File: config.mk
export PLATFORM = sky130hd
export DESIGN_NAME = led_pattern_gen
export DESIGN_NICKNAME = d
export VERILOG_FILES = /design/src/rtl/led_pattern_gen.sv
export SDC_FILE = /design/constraint.sdc
export NUM_CORES = 1
export LEC_CHECK = 0
export BUFFER_PORTS_ARGS = -buffer_cell sky130_fd_sc_hd__buf_2
export CAP_MARGIN = 20
export CORE_ASPECT_RATIO = 1.5
export CORE_MARGIN = 4
export CORE_UTILIZATION = 45
export DETAILED_ROUTE_END_ITERATION = 7
export PLACE_DENSITY = 0.63
export REMOVE_ABC_BUFFERS = 1
export SLEW_MARGIN = 15
export SYNTH_ARGS = -nofsm -noshare
export SYNTH_HDL_FRONTEND = slang
export SYNTH_SLANG_ARGS = --single-unit
export TNS_END_PERCENT = 100
File: constraint.sdc
create_clock -name OSC_50m -period 3.05 [get_ports OSC_50m]
set_clock_uncertainty 0.1 [all_clocks]
set_input_delay 0.305 -clock OSC_50m [delete_from_list [all_inputs] [get_ports OSC_50m]]
set_output_delay 0.305 -clock OSC_50m [all_outputs]
set_load 0.01 [all_outputs]
File: src/rtl/led_pattern_gen.sv
// LED pattern engine: bounce, rotate, count and Johnson bar patterns with a
// run-time step period, pause, and PWM brightness on registered LED outputs.
module led_pattern_gen #(
  parameter int LED_W   = 8,
  parameter int PRESC_W = 24,
  parameter int PWM_W   = 4
) (
  input  logic               OSC_50m,
  input  logic               FPGA_RSTn,
  input  logic [1:0]         mode_i,
  input  logic               mode_vld_i,
  input  logic [PRESC_W-1:0] speed_i,
  input  logic               pause_i,
  input  logic [PWM_W-1:0]   bright_i,
  output logic [LED_W-1:0]   USER_LED,
  output logic               tick_o,
  output logic               wrap_o
);

  localparam int POS_W = (LED_W > 2) ? $clog2(LED_W) : 1;
  localparam logic [POS_W-1:0] POS_MAX = POS_W'(LED_W - 1);

  typedef enum logic [1:0] {
    MODE_BOUNCE = 2'd0,
    MODE_ROTATE = 2'd1,
    MODE_COUNT  = 2'd2,
    MODE_BAR    = 2'd3
  } mode_e;

  typedef enum logic {
    DIR_UP   = 1'b0,
    DIR_DOWN = 1'b1
  } dir_e;

  mode_e              mode_q, mode_d;
  dir_e               dir_q, dir_d;
  logic [POS_W-1:0]   pos_q, pos_d;
  logic [LED_W-1:0]   pat_q, pat_d;
  logic [PRESC_W-1:0] presc_q, presc_d;
  logic [PWM_W-1:0]   pwm_q, pwm_d;
  logic [LED_W-1:0]   led_q, led_d;
  logic               tick_q, tick_d;
  logic               wrap_q, wrap_d;

  logic               step;
  logic               period_end;
  logic               pwm_on;
  logic [LED_W-1:0]   cur_pat;

  // Prescaler: a mode load restarts the period, pause freezes it.
  always_comb begin
    step    = 1'b0;
    presc_d = presc_q;
    if (mode_vld_i) begin
      presc_d = '0;
    end else if (pause_i) begin
      presc_d = presc_q;
    end else if (presc_q >= speed_i) begin
      step    = 1'b1;
      presc_d = '0;
    end else begin
      presc_d = presc_q + PRESC_W'(1);
    end
  end

  // Pattern state: restart on mode load, otherwise advance on each step.
  always_comb begin
    mode_d     = mode_q;
    dir_d      = dir_q;
    pos_d      = pos_q;
    pat_d      = pat_q;
    period_end = 1'b0;
    if (mode_vld_i) begin
      mode_d = mode_e'(mode_i);
      case (mode_e'(mode_i))
        MODE_BOUNCE: begin
          pos_d = '0;
          dir_d = DIR_UP;
        end
        MODE_ROTATE: pat_d = LED_W'(1);
        MODE_COUNT:  pat_d = '0;
        MODE_BAR:    pat_d = '0;
        default:     pat_d = '0;
      endcase
    end else if (step) begin
      case (mode_q)
        MODE_BOUNCE: begin
          if (dir_q == DIR_UP) begin
            if (pos_q == POS_MAX) begin
              dir_d = DIR_DOWN;
              pos_d = POS_MAX - POS_W'(1);
            end else begin
              pos_d = pos_q + POS_W'(1);
            end
          end else begin
            if (pos_q == '0) begin
              dir_d = DIR_UP;
              pos_d = POS_W'(1);
            end else begin
              pos_d = pos_q - POS_W'(1);
            end
          end
          // With LED_W=2 the 1->0 move happens on the turn at the top.
          period_end = (pos_q == POS_W'(1)) && (pos_d == '0);
        end
        MODE_ROTATE: begin
          pat_d      = {pat_q[LED_W-2:0], pat_q[LED_W-1]};
          period_end = (pat_d == LED_W'(1));
        end
        MODE_COUNT: begin
          pat_d      = pat_q + LED_W'(1);
          period_end = (pat_d == '0);
        end
        MODE_BAR: begin
          pat_d      = {pat_q[LED_W-2:0], ~pat_q[LED_W-1]};
          period_end = (pat_d == '0);
        end
        default: begin
          pat_d      = pat_q;
          period_end = 1'b0;
        end
      endcase
    end else begin
      period_end = 1'b0;
    end
  end

  // Displayed pattern, PWM gating and output pulses.
  always_comb begin
    cur_pat = pat_q;
    case (mode_q)
      MODE_BOUNCE: cur_pat = LED_W'(1) << pos_q;
      MODE_ROTATE: cur_pat = pat_q;
      MODE_COUNT:  cur_pat = pat_q;
      MODE_BAR:    cur_pat = pat_q;
      default:     cur_pat = pat_q;
    endcase
    pwm_d  = pwm_q + PWM_W'(1);
    pwm_on = (pwm_q <= bright_i);
    if (pwm_on) begin
      led_d = cur_pat;
    end else begin
      led_d = '0;
    end
    tick_d = step;
    wrap_d = step & period_end;
  end

  // State and output registers with synchronous active-low reset.
  always_ff @(posedge OSC_50m) begin
    if (!FPGA_RSTn) begin
      mode_q  <= MODE_BOUNCE;
      dir_q   <= DIR_UP;
      pos_q   <= '0;
      pat_q   <= '0;
      presc_q <= '0;
      pwm_q   <= '0;
      led_q   <= '0;
      tick_q  <= 1'b0;
      wrap_q  <= 1'b0;
    end else begin
      mode_q  <= mode_d;
      dir_q   <= dir_d;
      pos_q   <= pos_d;
      pat_q   <= pat_d;
      presc_q <= presc_d;
      pwm_q   <= pwm_d;
      led_q   <= led_d;
      tick_q  <= tick_d;
      wrap_q  <= wrap_d;
    end
  end

  assign USER_LED = led_q;
  assign tick_o   = tick_q;
  assign wrap_o   = wrap_q;

endmodule
==> summary.txt <==
Logic synthesis
  • Library cells used by synthesis: 52
  • Number of synthesized flops with an enable pin: 0
  • Top-area cell type share of the netlist area: 30.7%
  • Seq/Total Area, Yosys: 30.7%
  • Ranking of synthesized cells by area: dfxtp_1 31%, ha_1 16%, nor2_1 5.0%, inv_1 4.6%, nand2_1 4.3%
  • Synth Flop Type: dfxtp_1
  • Number of synthesized register bits: 52
  • Warnings from Yosys: 0
  • Cell area after synthesis: 0.00340 mm²
  • Mapped Avg Cell Area: about 8 µm²
  • Synth area leader: dfxtp_1
  • Async S/R FF share, synth: 0%
  • Syn Inst Count: 424

Job
  • Max-cap violations: 0

STA
  • Worst-margin pin slew: 0.698 ns
  • Final Hold Viols: 0
  • Max Slew Vio Count: 0
  • Crit share post-route: 80.4%
  • Final setup viols: 0
  • Relative slew slack: between 50 and 60%
  • RSZ-0062 raised after global routing: no
  • Fmax: 408 MHz
  • Setup TNS: 0 ns
  • Setup ws final: around 0.6 ns
  • Tmin final: about 2.5 ns

Die
  • Row count: 38
  • Ports: 44
  • CORE AREA: 0.00727 mm²
  • Chip Height: 114 µm
  • DIE WIDTH: 78.9 µm
  • Die Footprint: about 0.0090 mm²
  • Initial Util: 46.7%

Worst setup path
  • CP Max Fanout: 8
  • Crit start category: flop
  • CP required: 3.20 ns
  • CP max stage cell: dfxtp_1
  • Worst setup EP type: flop
  • Critical-path cell list: ha_1 > a21oi_1 > o21ai_0 > a221oi_1 > o21ai_2 > nor2_2 > o41a_1 > buf_4 > mux2i_1
  • Arr. time, crit path: 2.60 ns
  • Delay-heaviest family, CP: compound AO/OA/AOI/OAI gates
  • Crit path buffers/inverters: 1
  • Kind of critical path: flop to flop
  • Worst path max stage delay: 0.45 ns

Clock tree
  • Resize count post-CTS: 0
  • Clk sinks: 52
  • Clk slew on worst S/H paths: 0.09 ns
  • Setup bufs post-CTS: 0
  • Total CTS buffers: 5
  • Worst skew pair latency: 0.31 ns
  • Post-cts hold buffer count: 0
  • Root Buffer Master: clkbuf_8
  • CTS Buffer Depth: 2
  • CTS tree: done
  • H-tree Lvls: 2

Final layout
  • Post-layout util: about 52%
  • Inserted Diodes: 0
  • Area delta synth->final: 11.7%
  • Fillers: around 750
  • Share of layout cells above drive strength 1: between 10 and 15%
  • Multi-input logic area: 0.00213 mm²
  • Final net count: approximately 540
  • Final Cell Area: 0.00379 mm²
  • Reg area: 0.00104 mm²

GRT
  • First-pass GRT wire length: 12400 µm
  • Grt ovf: 0
  • Largest net degree at the start of global routing: 22
  • All-layer global routing usage: 17.0%
  • Antenna violations before repair: 0
  • Vias in the first global route: 2818

Detailed routing
  • First DRT Iteration DRCs: between 100 and 150
  • Overall routed net length: 7200 µm
  • Antenna viol nets, final: 0
  • Met3 routed WL: 267 µm
  • WL met1: just under 3000 µm
  • Metal2 WL: 3810 µm
  • Via count: between 2000 and 3000
  • Top routing layer in use: met4
  • DRC Markers: 0
  • DRT Pass-1 Iters: 4
  • DR WL/cell: 12.7 µm
  • Vias per cell: 5.19

Placement
  • Place WS: 0.527 ns
  • GPL Wtd Cong: around 0.8
  • Port bufs: 43
  • Area after DPL: 0.00370 mm²
  • Dpl hpwl: 5690 µm

Status
  • Status: completed

Pwr
  • Psw: 307 µW
  • Clock network fraction of total power: roughly a third
  • Switching Fraction: 24.8%
  • P_int: 931 µW
  • Logic pwr share: 10.7%
  • Power Density: between 300 and 400 mW/mm²
  • Sequential share of power: between 50% and 60%
  • VDD IR-drop max: 0.255 mV
  • Leak: 1.66 nW

Hold path
  • Min-Delay Path Class: input pin to flop
==> metrics by stage <==
stage               cells  hold WS [ns]  total power, mW
global route          565         0.245             1.30
finish                565         0.192             1.24
detailed placement    557         0.358            0.846
CTS                   565         0.183             1.26
global placement      557         0.353            0.841
floorplan             410         0.289            0.789
==> kinds of logic (layout without fill, tap and decap cells) <==
logic type,after synthesis,in the layout,share of synthesized area [%]
simple gates,160,160,23.3
fa+ha+maj,44,44,16.2
flops,52,52,30.7
buf+inv,56,97,6.52
xor+xnor,25,25,6.45
compound gates,76,76,13.6
mux,11,11,3.24
==> placed cells by master (no fill, tap or decap), drive strengths merged, types with 6 or more instances in the layout <==
master,Yosys,routed
nor2b,7,7
buf,5,47
nand3,17,17
inv,42,42
ha,44,44
o21ai,25,25
nand2b,8,8
nor2,46,46
dfxtp,52,52
xor2,12,12
xnor2,13,13
mux2i,11,11
clkbuf,9,8
a21oi,28,28
nand4,8,8
nor3,9,9
nand2,39,39
and3,6,6
==> per-layer routing <==
layer  vias to the layer above  GRT usage (%)
li1                       1527              -
met1                      1347           19.0
met2                        47           31.5
met3                        12           3.15
met4                         0           6.19
met5                         -              0
==> worst reg2reg max path, cell delays in order (launching register included) <==
cell      delay (ns)
dfxtp_1         0.45
ha_1            0.29
a21oi_1         0.13
o21ai_0         0.09
a221oi_1        0.31
o21ai_2         0.15
nor2_2          0.28
o41a_1          0.18
buf_4           0.20
mux2i_1         0.20
==> Yosys cell counts (all sizes together) (2+ instances only) <==
library cell and count:
and4 3, nor2 46, nand4b 2, nor4 2
nand4 8, clkbuf 9, dfxtp 52, o211ai 2
mux2i 11, nand3 17, nand2 39, ha 44
nor2b 7, a21oi 28, nand2b 8, nor3b 2
xor2 12, and2 5, o21ai 25, nand3b 2
o22ai 2, inv 42, a221oi 3, buf 5
a22oi 3, nor3 9, xnor2 13, and3 6
==> power by group through the flow <==
stage | clock [mW] | sequential [mW] | combinational [mW]
floorplan | 0 | 0.710 | 0.0793
global placement | 0 | 0.712 | 0.129
detailed placement | 0 | 0.712 | 0.134
CTS | 0.428 | 0.696 | 0.135
global route | 0.454 | 0.698 | 0.152
finish | 0.409 | 0.696 | 0.133
==> layout make-up <==
type | count | share of cell area (%)
inverters | 42 | 4.16
well taps | 100 | 3.30
flip-flops and latches | 52 | 27.4
multi-input cells | 316 | 56.3
clock buffers | 8 | 2.38
repair buffers | 47 | 6.47
==> flip-flops by register name, summed over array words and instances, names as in the netlist <==
name and flops:
pwm_q 4, USER_LED 8, presc_q 24, dir_q 1
pat_q 8, wrap_o 1, mode_q 2, tick_o 1
pos_q 3
==> final timing paths <==
path | start | endpoint | slack [ns] | cells past startpoint
worst min register to register | pwm_q[0] | pwm_q[0] | 0.38 | 1
worst max-delay path | presc_q[13] | pat_q[2] | 0.60 | 9
worst max register to register | presc_q[13] | pat_q[2] | 0.60 | 9
worst min-delay path | mode_i[0] | mode_q[0] | 0.19 | 3
Power figures use the tool's default switching activity.
